==> src/rtl/proc_control_if.sv <==
// Instruction-sequencer bus: run/din from the instruction source, control
// strobes out to the register file, ALU and bus mux.
interface proc_control_if #(
    parameter int DATA_W = 16
);
    logic              run;
    logic [DATA_W-1:0] din;
    logic [7:0]        rin;
    logic [7:0]        rout;
    logic              ain;
    logic              gin;
    logic              sub;
    logic              gout;
    logic              dinout;
    logic              done;
    logic              busy;

    modport master (
        output run, din,
        input  rin, rout, ain, gin, sub, gout, dinout, done, busy
    );

    modport slave (
        input  run, din,
        output rin, rout, ain, gin, sub, gout, dinout, done, busy
    );
endinterface

==> src/rtl/proc_control.sv <==
// Instruction-sequencing FSM: fetches a 9-bit instruction (III XXX YYY) in T0
// and drives register/ALU/bus strobes over T1..T3.
module proc_control #(
    parameter int DATA_W = 16
) (
    input  logic           clock,
    input  logic           resetn,
    proc_control_if.slave  bus
);
    typedef enum logic [1:0] {
        T0 = 2'd0,
        T1 = 2'd1,
        T2 = 2'd2,
        T3 = 2'd3
    } state_t;

    state_t     state;
    state_t     state_next;
    logic [8:0] ir;

    logic [2:0] op;
    logic [7:0] sel_x;
    logic [7:0] sel_y;

    // Only din[8:0] carries the instruction; the upper bits belong to the datapath.
    logic unused_din_hi;
    assign unused_din_hi = ^bus.din[DATA_W-1:9];

    assign op    = ir[8:6];
    assign sel_x = 8'b1 << ir[5:3];
    assign sel_y = 8'b1 << ir[2:0];

    always_ff @(posedge clock or negedge resetn) begin
        if (!resetn) begin
            state <= T0;
            ir    <= '0;
        end else begin
            state <= state_next;
            if (state == T0 && bus.run)
                ir <= bus.din[8:0];
        end
    end

    always_comb begin
        state_next = state;
        bus.rin    = '0;
        bus.rout   = '0;
        bus.ain    = 1'b0;
        bus.gin    = 1'b0;
        bus.sub    = 1'b0;
        bus.gout   = 1'b0;
        bus.dinout = 1'b0;
        bus.done   = 1'b0;
        bus.busy   = (state != T0);

        case (state)
            T0: begin
                if (bus.run)
                    state_next = T1;
            end
            T1: begin
                case (op)
                    3'b000: begin
                        bus.rout   = sel_y;
                        bus.rin    = sel_x;
                        bus.done   = 1'b1;
                        state_next = T0;
                    end
                    3'b001: begin
                        bus.dinout = 1'b1;
                        bus.rin    = sel_x;
                        bus.done   = 1'b1;
                        state_next = T0;
                    end
                    3'b010, 3'b011: begin
                        bus.rout   = sel_x;
                        bus.ain    = 1'b1;
                        state_next = T2;
                    end
                    default: begin
                        bus.done   = 1'b1;
                        state_next = T0;
                    end
                endcase
            end
            T2: begin
                // Only add/sub reach T2; IR[6] distinguishes them.
                bus.rout   = sel_y;
                bus.gin    = 1'b1;
                bus.sub    = ir[6];
                state_next = T3;
            end
            T3: begin
                bus.gout   = 1'b1;
                bus.rin    = sel_x;
                bus.done   = 1'b1;
                state_next = T0;
            end
            default: state_next = T0;
        endcase
    end
endmodule

==> src/flat_wrapper.sv <==
// flat-port wrapper written by rule: the top's interface ports become plain ports
module proc_control_flat 
#(
    parameter int DATA_W = 16
)
  (clock, resetn, bus_run, bus_din, bus_rin, bus_rout, bus_ain, bus_gin, bus_sub, bus_gout, bus_dinout, bus_done, bus_busy);
  proc_control_if #(.DATA_W(DATA_W)) bus_i ();
  input  logic clock;
  input  logic resetn;
  input wire logic [$bits(bus_i.run)-1:0] bus_run;
  input wire logic [$bits(bus_i.din)-1:0] bus_din;
  output wire logic [$bits(bus_i.rin)-1:0] bus_rin;
  output wire logic [$bits(bus_i.rout)-1:0] bus_rout;
  output wire logic [$bits(bus_i.ain)-1:0] bus_ain;
  output wire logic [$bits(bus_i.gin)-1:0] bus_gin;
  output wire logic [$bits(bus_i.sub)-1:0] bus_sub;
  output wire logic [$bits(bus_i.gout)-1:0] bus_gout;
  output wire logic [$bits(bus_i.dinout)-1:0] bus_dinout;
  output wire logic [$bits(bus_i.done)-1:0] bus_done;
  output wire logic [$bits(bus_i.busy)-1:0] bus_busy;
  assign bus_i.run = bus_run;
  assign bus_i.din = bus_din;
  assign bus_rin = bus_i.rin;
  assign bus_rout = bus_i.rout;
  assign bus_ain = bus_i.ain;
  assign bus_gin = bus_i.gin;
  assign bus_sub = bus_i.sub;
  assign bus_gout = bus_i.gout;
  assign bus_dinout = bus_i.dinout;
  assign bus_done = bus_i.done;
  assign bus_busy = bus_i.busy;
  proc_control #(.DATA_W(DATA_W)) u_core (.clock(clock), .resetn(resetn), .bus(bus_i));
endmodule
==> config.mk <==
export PLATFORM = sky130hd
export DESIGN_NAME = proc_control_flat
export DESIGN_NICKNAME = d
export VERILOG_FILES = /design/src/rtl/proc_control_if.sv /design/src/rtl/proc_control.sv /design/src/flat_wrapper.sv
export SDC_FILE = /design/constraint.sdc
export NUM_CORES = 1
export LEC_CHECK = 0
export CORE_MARGIN = 5
export CORE_UTILIZATION = 38
export CTS_BUF_LIST = sky130_fd_sc_hd__clkbuf_4 sky130_fd_sc_hd__clkbuf_8
export DETAILED_ROUTE_END_ITERATION = 6
export PLACE_DENSITY = 0.8
export SETUP_SLACK_MARGIN = 0.4
export SLEW_MARGIN = 10
export SYNTH_ARGS = -nofsm -noshare
export SYNTH_HDL_FRONTEND = slang
export SYNTH_SLANG_ARGS = --single-unit
==> constraint.sdc <==
create_clock -name clock -period 1.8 [get_ports clock]
set_input_delay 0.36 -clock clock [delete_from_list [all_inputs] [get_ports clock]]
set_output_delay 0.36 -clock clock [all_outputs]
set_load 0.02 [all_outputs]
### Word level (Yosys, flattened, before mapping)

Cells that the tools add are included.

| cells by class | value |
|---|---|
| equal/unequal tests | 7 |
| shift operators | 2 |
| mux-type cells | 16 |
| reduce and logical (&&, ||, !) cells | 6 |

Operators with widths:

| kind | number |
|---|---|
| 8-bit one-hot mux with 2 select lines | 3 |
| 1-bit by 3-bit << shifter with 8-bit output, first input constant | 2 |
| 1-bit 2-to-1 mux | 8 |
| 8-bit 2-to-1 mux | 1 |
| 2-bit one-hot mux with 4 select lines | 1 |
| 3-bit by 2-bit equality test with 1-bit output, second input constant | 2 |
| 2-bit equality test, second input constant | 2 |
| 2-bit 2-to-1 mux | 2 |
| 2-bit OR reduction | 2 |
| 3-bit by 1-bit equality test with 1-bit output, second input constant | 1 |
| 3-bit zero test | 1 |
| 2-bit by 1-bit equality test with 1-bit output, second input constant | 1 |
| 2-bit zero test | 1 |
| 2-bit != test, second input constant | 1 |
| 1-bit one-hot mux with 2 select lines | 1 |
| 2-bit nonzero test | 1 |
| 1-bit logical AND | 1 |

| storage, ports and cells | value |
|---|---|
| flip-flop bits (word level) | 11 |
| input port bits | 19 |
| output and inout bits | 23 |
| word-level logic and storage cells | 33 |

### Longest topological paths before layout

Gate-level depths: netlist (run 1).

| logic depth | value |
|---|---|
| depth after elaboration | 4 |
| mapped depth | 5 |
| depth with buffers taken out | 5 |

### Worst setup path before layout (run 1)

OpenSTA, ideal clock, no wires.

| timing path | value |
|---|---|
| path kind | reg2out |
| start | reg u_core.state[0] |
| end | out bus_rout[0] |
| data arrival time | 1548 ps |
| data required time | 1440 ps |
| path slack | -108 ps |
| cell stages (with the launch flop) | 5 |
| buffers on the path | 0 |
| cells stage by stage | dfrtp_1 > inv_1 > ha_1 > or3b_1 > o22ai_1 |

| on the way | value |
|---|---|
| cells in the longest elaborated chain, start to end | 2 |
| elaborated cells on any way between the ends | 3 |
| those cells by class | 2 x eq/ne; 1 x mux |

Ends and longest elaborated chain:

| what | RTL line | source |
|---|---|---|
| from (decl) | proc_control.sv:17 | `state_t state;` |
| from (signal assigned) | proc_control.sv:38 | `state <= state_next;` |
| 2-bit equality test or 2-bit by 1-bit equality test with 1-bit output (tied branches) | proc_control.sv:56 | `case (state)` |
| 8-bit one-hot mux with 2 select lines * | proc_control.sv:56 |  |
| to (decl) | flat_wrapper.sv:13 | `output wire logic [$bits(bus_i.rout)-1:0] bus_rout;` |

Mark *: on every way between the ends. The rest lies on a longest branch, timed or not.

==> results_dict.tcl, run 1 <==
set metrics [dict create \
    synth-simple-area-share_pct 23.8 \
    maxSlewViolCount 0 \
    cap_viol_max_count 0 \
    design.die.area_mm2 0.00287 \
    slowest_delay_ns 0.41 \
    finalHoldViolations 0 \
    rows 15 \
    numCtsBuffers 3 \
    placed_cell_area_mm2 0.00139 \
    fmax_ghz 0.449 \
    dp_cells 146 \
    synth-compound-area-share_pct 12.2 \
    worst_pin_slew_ns 0.468 \
    total_power_uw 2990 \
    vias 904 \
    die_x_um 53.6 \
    status "complete, but fails checks" \
    overflow 0 \
    track_usage_pct 20.3 \
    fillCellCount 60 \
    hold_class "in2async" \
    root_buffer "clkbuf_4" \
    setup_viol 21 \
    muxShareOfSynthArea_pct 15.6 \
    p_per_area_mw_per_mm2 1810 \
    cp_cell_sequence "inv_2 > ha_4 > nor4b_4 > o21ai_4 > o22ai_2 > buf_6" \
    skew_ns 0.00209 \
    io_buffers 34 \
    worstSetupStartpointType "register" \
    wl_per_cell_um 21.9 \
    rsz0062_at_grt "true" \
    final_common_cell "buf_6" \
    path_clk_slew_ns 0.07 \
    peakVddDrop_mv 1.49 \
    diodes 0 \
    clock_sinks 11 \
    grt_max_degree 12 \
    syn_inst 72 \
    fin_ws_ns -0.427 \
    seq_area_um2 277 \
    grt_pass1_vias 853 \
    cp.required_ns 1.44 \
    antenna_found_initial 0 \
    syn_area_um2 721 \
    leakagePower_uw 0.000676 \
    gp_congestion 0.716 \
    syn_avg_cell_area_um2 10.0 \
    path_max_fanout 4 \
    antenna_left 0 \
    drt-total-wl_mm 3.50 \
    synth-xor-area-share_pct 0 \
    crit_path_end_kind "primary output" \
    cts_tree "done" \
    mostFrequentLayoutCells "28 x buf_6, 17 x buf_4, 11 x clkdlybuf4s50_1, 10 x dfrtp_1, 9 x mux2_2" \
    synthAdderAreaFrac_pct 8.68 \
    yosysWarnings 0 \
    worstSetupPathType "reg2out" \
    io-pin-count 42 \
    period_share_pct 124 \
    drt_pass1_iterations 4 \
    crit_family "flip-flops" \
    cts_max_path_buffers 2 \
    clk_latency_ns 0.27 \
    routed_via_density 5.65 \
    dpl_worst_slack_ns -0.501 \
    cp.arrival_ns 1.87 \
    die_y_um 53.6 \
    drive_gt1_share_pct 73.3 \
    drt_iter0_drc 19 \
    syn2layout_area_growth_pct 128 \
    layout.nets 160 \
    cts_hold_buf 0 \
    core-area_mm2 0.00176 \
    slew_headroom_pct 68.7 \
    min_period_ns 2.23 \
    crit_buf_inv 2 \
    synth_seq_cells 11 \
    fin_cells 160 \
    fin_area_mm2 0.00165 \
    htreeDepth 1 \
    slowest_stage "dfrtp_1" \
    post-dp-hpwl_mm 1.86 \
    drc 0 \
    multiInputGateArea_um2 707 \
    syn_nets 96 \
    synth_top_family_by_area "simple AND/OR/NAND/NOR gates" \
    initial_core_util_pct 40.9 \
    yosysSeqAreaShare_pct 38.2 \
    violations "setup timing" \
    grt_pass1_wl_mm 4.06 \
    ys_types 26 \
]
-- power by group --
| group | switching [uW] | internal [uW] | total, uW | leakage [uW] |
|---|---|---|---|---|
| sequential | 208 | 375 | 583 | 0.000130 |
| combinational | 1080 | 1140 | 2220 | 0.000528 |
| clock | 82.6 | 101 | 184 | 0.0000184 |
| total | 1370 | 1620 | 2990 | 0.000676 |
-- through the flow --
| step | util (%) | TNS (ns) | hold slack [ns] |
|---|---|---|---|
| final | 93.3 | -6.61 | 0.407 |
| after global routing | 93.3 | -8.11 | 0.438 |
| after CTS | 84.7 | -4.51 | 0.414 |
| after detailed placement | 78.8 | -7.76 | 0.551 |
| after global placement | 78.8 | -6.85 | 0.527 |
| after floorplan | - | 0 | 0.0644 |
-- cell type report --
| class | count | share of cell area [%] |
|---|---|---|
| clock buffers | 4 | 1.82 |
| inverters | 3 | 0.684 |
| multi-input cells | 58 | 42.9 |
| flip-flops and latches | 11 | 16.8 |
| well taps | 25 | 1.90 |
| repair buffers | 59 | 35.9 |
-- kinds of logic (layout without fill, tap and decap cells) --
group,count (synthesis),after routing
adder cells (fa/ha/maj),5,5
multiplexers,10,10
AO/OA/AOI/OAI,14,14
flip-flops,11,11
AND/OR/NAND/NOR,29,29
buffers and inverters,3,66
-- repair_timing --
action                     CTS  global route
buffers inserted             3             7
hold endpoints to repair     0             0
setup endpoints to repair   32            30
gates resized for setup    129            27
pin swaps                    8             8
cloned                       0             0
-- synth_stat cells --
master	number	share of area, %
a21o_1	1	1.0
a21oi_1	1	0.69
and2_1	2	1.7
and2_2	1	1.0
dfrtp_1	11	38
ha_1	5	8.7
inv_1	3	1.6
mux2_2	10	16
nand2_1	2	1.0
nand2b_1	2	1.7
nand3_1	1	0.69
nand3b_1	2	2.1
nand4_1	1	0.87
nand4b_1	1	1.2
nor2_1	9	4.7
nor2b_1	2	1.7
nor3_1	1	0.69
nor3b_1	1	1.0
nor4b_2	1	2.1
o21ai_0	1	0.69
o21ai_1	1	0.69
o21bai_1	2	2.1
o22ai_1	8	6.9
or2_2	1	0.87
or2b_1	1	1.0
or3b_1	1	1.2
-- final timing paths --
kind / start / endpoint / slack [ns] / cells after the start
setup / recovery: register / bus_rout[5] / -0.43 / 6
hold / removal: resetn / u_core.ir[7] / 0.41 / 1
setup reg to reg: register / register / 0.35 / 6
hold reg to reg: u_core.ir[3] / u_core.ir[3] / 0.59 / 1
max in group asynchronous: resetn / u_core.state[0] / 1.05 / 1
min in group clock: u_core.ir[3] / u_core.ir[3] / 0.59 / 1
-- metal layers --
| layer | vias up | routed length [um] | share of wire [%] | GRT usage, % |
|---|---|---|---|---|
| li1 | 386 | - | - | - |
| met4 | 0 | 134 | 3.8 | 12.8 |
| met2 | 44 | 1820 | 52 | 36.1 |
| met5 | - | 0 | 0 | 0 |
| met1 | 461 | 1390 | 40 | 22.5 |
| met3 | 13 | 150 | 4.3 | 2.77 |
-- sequential cells by signal, summed over array words and instances, names as in the netlist, named ones only --
| name | count |
|---|---|
| u_core.ir | 9 |
| u_core.state | 1 |
No activity file was read; power rests on OpenSTA's default activity.
==> inputs of run 2 (changes only) <==
--- a/config.mk
+++ b/config.mk
@@ -5,7 +5,7 @@
 export SDC_FILE = /design/constraint.sdc
 export NUM_CORES = 1
 export LEC_CHECK = 0
-export CORE_MARGIN = 5
+export CORE_MARGIN = 4
 export CORE_UTILIZATION = 38
 export CTS_BUF_LIST = sky130_fd_sc_hd__clkbuf_4 sky130_fd_sc_hd__clkbuf_8
 export DETAILED_ROUTE_END_ITERATION = 6
==> results_dict.tcl, run 2 (same netlist as run 1, synthesis figures left out) <==
set metrics [dict create \
    grt_max_degree 12 \
    fin_area_mm2 0.00159 \
    final_common_cell "buf_6" \
    cts_tree "done" \
    grt_pass1_wl_mm 3.84 \
    design.die.area_mm2 0.00266 \
    cp.required_ns 1.44 \
    dp_cells 145 \
    clock_sinks 11 \
    io-pin-count 42 \
    crit_path_end_kind "primary output" \
    layout.nets 157 \
    root_buffer "clkbuf_4" \
    path_clk_slew_ns 0.06 \
    diodes 0 \
    largest_register "u_core.ir" \
    min_period_ns 2.13 \
    skew_ns 0.00707 \
    numCtsBuffers 3 \
    fin_cells 157 \
    crit_family "flip-flops" \
    die_y_um 51.6 \
    wl_per_cell_um 17.9 \
    setup_viol 21 \
    gp_congestion 0.717 \
    initial_core_util_pct 40.9 \
    drt_pass1_iterations 4 \
    fmax_ghz 0.469 \
    p_per_area_mw_per_mm2 1740 \
    path_max_fanout 5 \
    worstSetupStartpointType "register" \
    cp.arrival_ns 1.77 \
    htreeDepth 1 \
    violations "setup timing" \
    drive_gt1_share_pct 73.5 \
    slowest_delay_ns 0.42 \
    grt_pass1_vias 833 \
    peakVddDrop_mv 1.53 \
    mostFrequentLayoutCells "28 x buf_6, 16 x buf_4, 11 x dfrtp_1, 11 x clkdlybuf4s50_1, 9 x mux2_2" \
    antenna_left 0 \
    largestRegisters "u_core.ir: 9 flops, u_core.state: 1 flops" \
    finalHoldViolations 0 \
    worstSetupPathType "reg2out" \
    drt_iter0_drc 14 \
    drc 0 \
    slowest_stage "dfrtp_1" \
    cap_viol_max_count 0 \
    rows 15 \
    routed_via_density 5.34 \
    status "complete, but fails checks" \
    rsz0062_at_grt "true" \
    crit_buf_inv 2 \
    cp_cell_sequence "inv_2 > ha_4 > or3b_4 > o22ai_4 > buf_6" \
    slew_headroom_pct 68.6 \
    placed_cell_area_mm2 0.00138 \
    cts_max_path_buffers 2 \
    io_buffers 34 \
    drt-total-wl_mm 2.81 \
    die_x_um 51.6 \
    period_share_pct 118 \
    leakagePower_uw 0.000652 \
    post-dp-hpwl_mm 1.79 \
    clk_latency_ns 0.26 \
    vias 838 \
    hold_class "in2async" \
    worst_pin_slew_ns 0.469 \
    core-area_mm2 0.00176 \
    maxSlewViolCount 0 \
    antenna_found_initial 0 \
    syn2layout_area_growth_pct 121 \
    largest_reg_flops 9 \
    track_usage_pct 19.6 \
    fin_ws_ns -0.330 \
    overflow 0 \
]
[run 2: final timing paths]
kind	startpoint	to	slack, ns	cells after the start
setup / recovery	u_core.state[0]	bus_rout[0]	-0.33	5
hold / removal	resetn	u_core.ir[6]	0.42	1
setup reg to reg	register	register	0.40	6
hold reg to reg	u_core.ir[3]	u_core.ir[3]	0.59	1
max in group asynchronous	resetn	u_core.ir[3]	1.05	1
min in group clock	u_core.ir[3]	u_core.ir[3]	0.59	1
[run 2: worst reg2reg max path, cell delays in order, from the launching register on]
cell     delay [ns]
dfrtp_1        0.38
inv_2          0.09
ha_4           0.18
nor2b_4        0.13
buf_6          0.12
and2_4         0.13
mux2_4         0.25
[run 2: stage by stage]
| stage | hold WS [ns] | power (uW) | TNS, ns | utilization (%) | worst slack (ns) |
|---|---|---|---|---|---|
| final | 0.422 | 2770 | -4.74 | 90.4 | -0.330 |
| after global routing | 0.440 | 2920 | -6.62 | 90.4 | -0.396 |
| after CTS | 0.428 | 2510 | -4.00 | 84.3 | -0.324 |
| after detailed placement | 0.543 | 2160 | -7.78 | 78.4 | -0.526 |
| after floorplan | 0.0644 | 1540 | 0 | - | 0.0476 |
| after global placement | 0.525 | 2110 | -7.25 | 78.4 | -0.479 |
[run 2: power by group]
part | switching, uW | internal [uW]
Sequential | 179 | 374
Clock | 69.4 | 100
Combinational | 981 | 1070
Total | 1230 | 1540
[run 2: layout make-up]
type | instances | area [um^2]
Inverter | 3 | 11.3
Clock buffer | 4 | 30.0
Fill cell | 79 | 170
Multi-Input combinational cell | 58 | 696
Sequential cell | 11 | 275
Tap cell | 25 | 31.3
Timing Repair Buffer | 56 | 551
[run 2: what timing repair did]
item | in CTS | in global routing
gates resized for setup | 135 | 24
endpoints found under the setup margin | 32 | 26
pin swaps | 8 | 8
buffers inserted | 3 | 5
hold buffers | 0 | 0
[run 2: per-layer routing]
layer	part of all wire (%)	track usage [%]	routed length (um)
met1	41	23.3	1140
met2	54	36.4	1520
met3	4.8	1.72	134
met4	0.53	6.99	15
met5	0	0	0
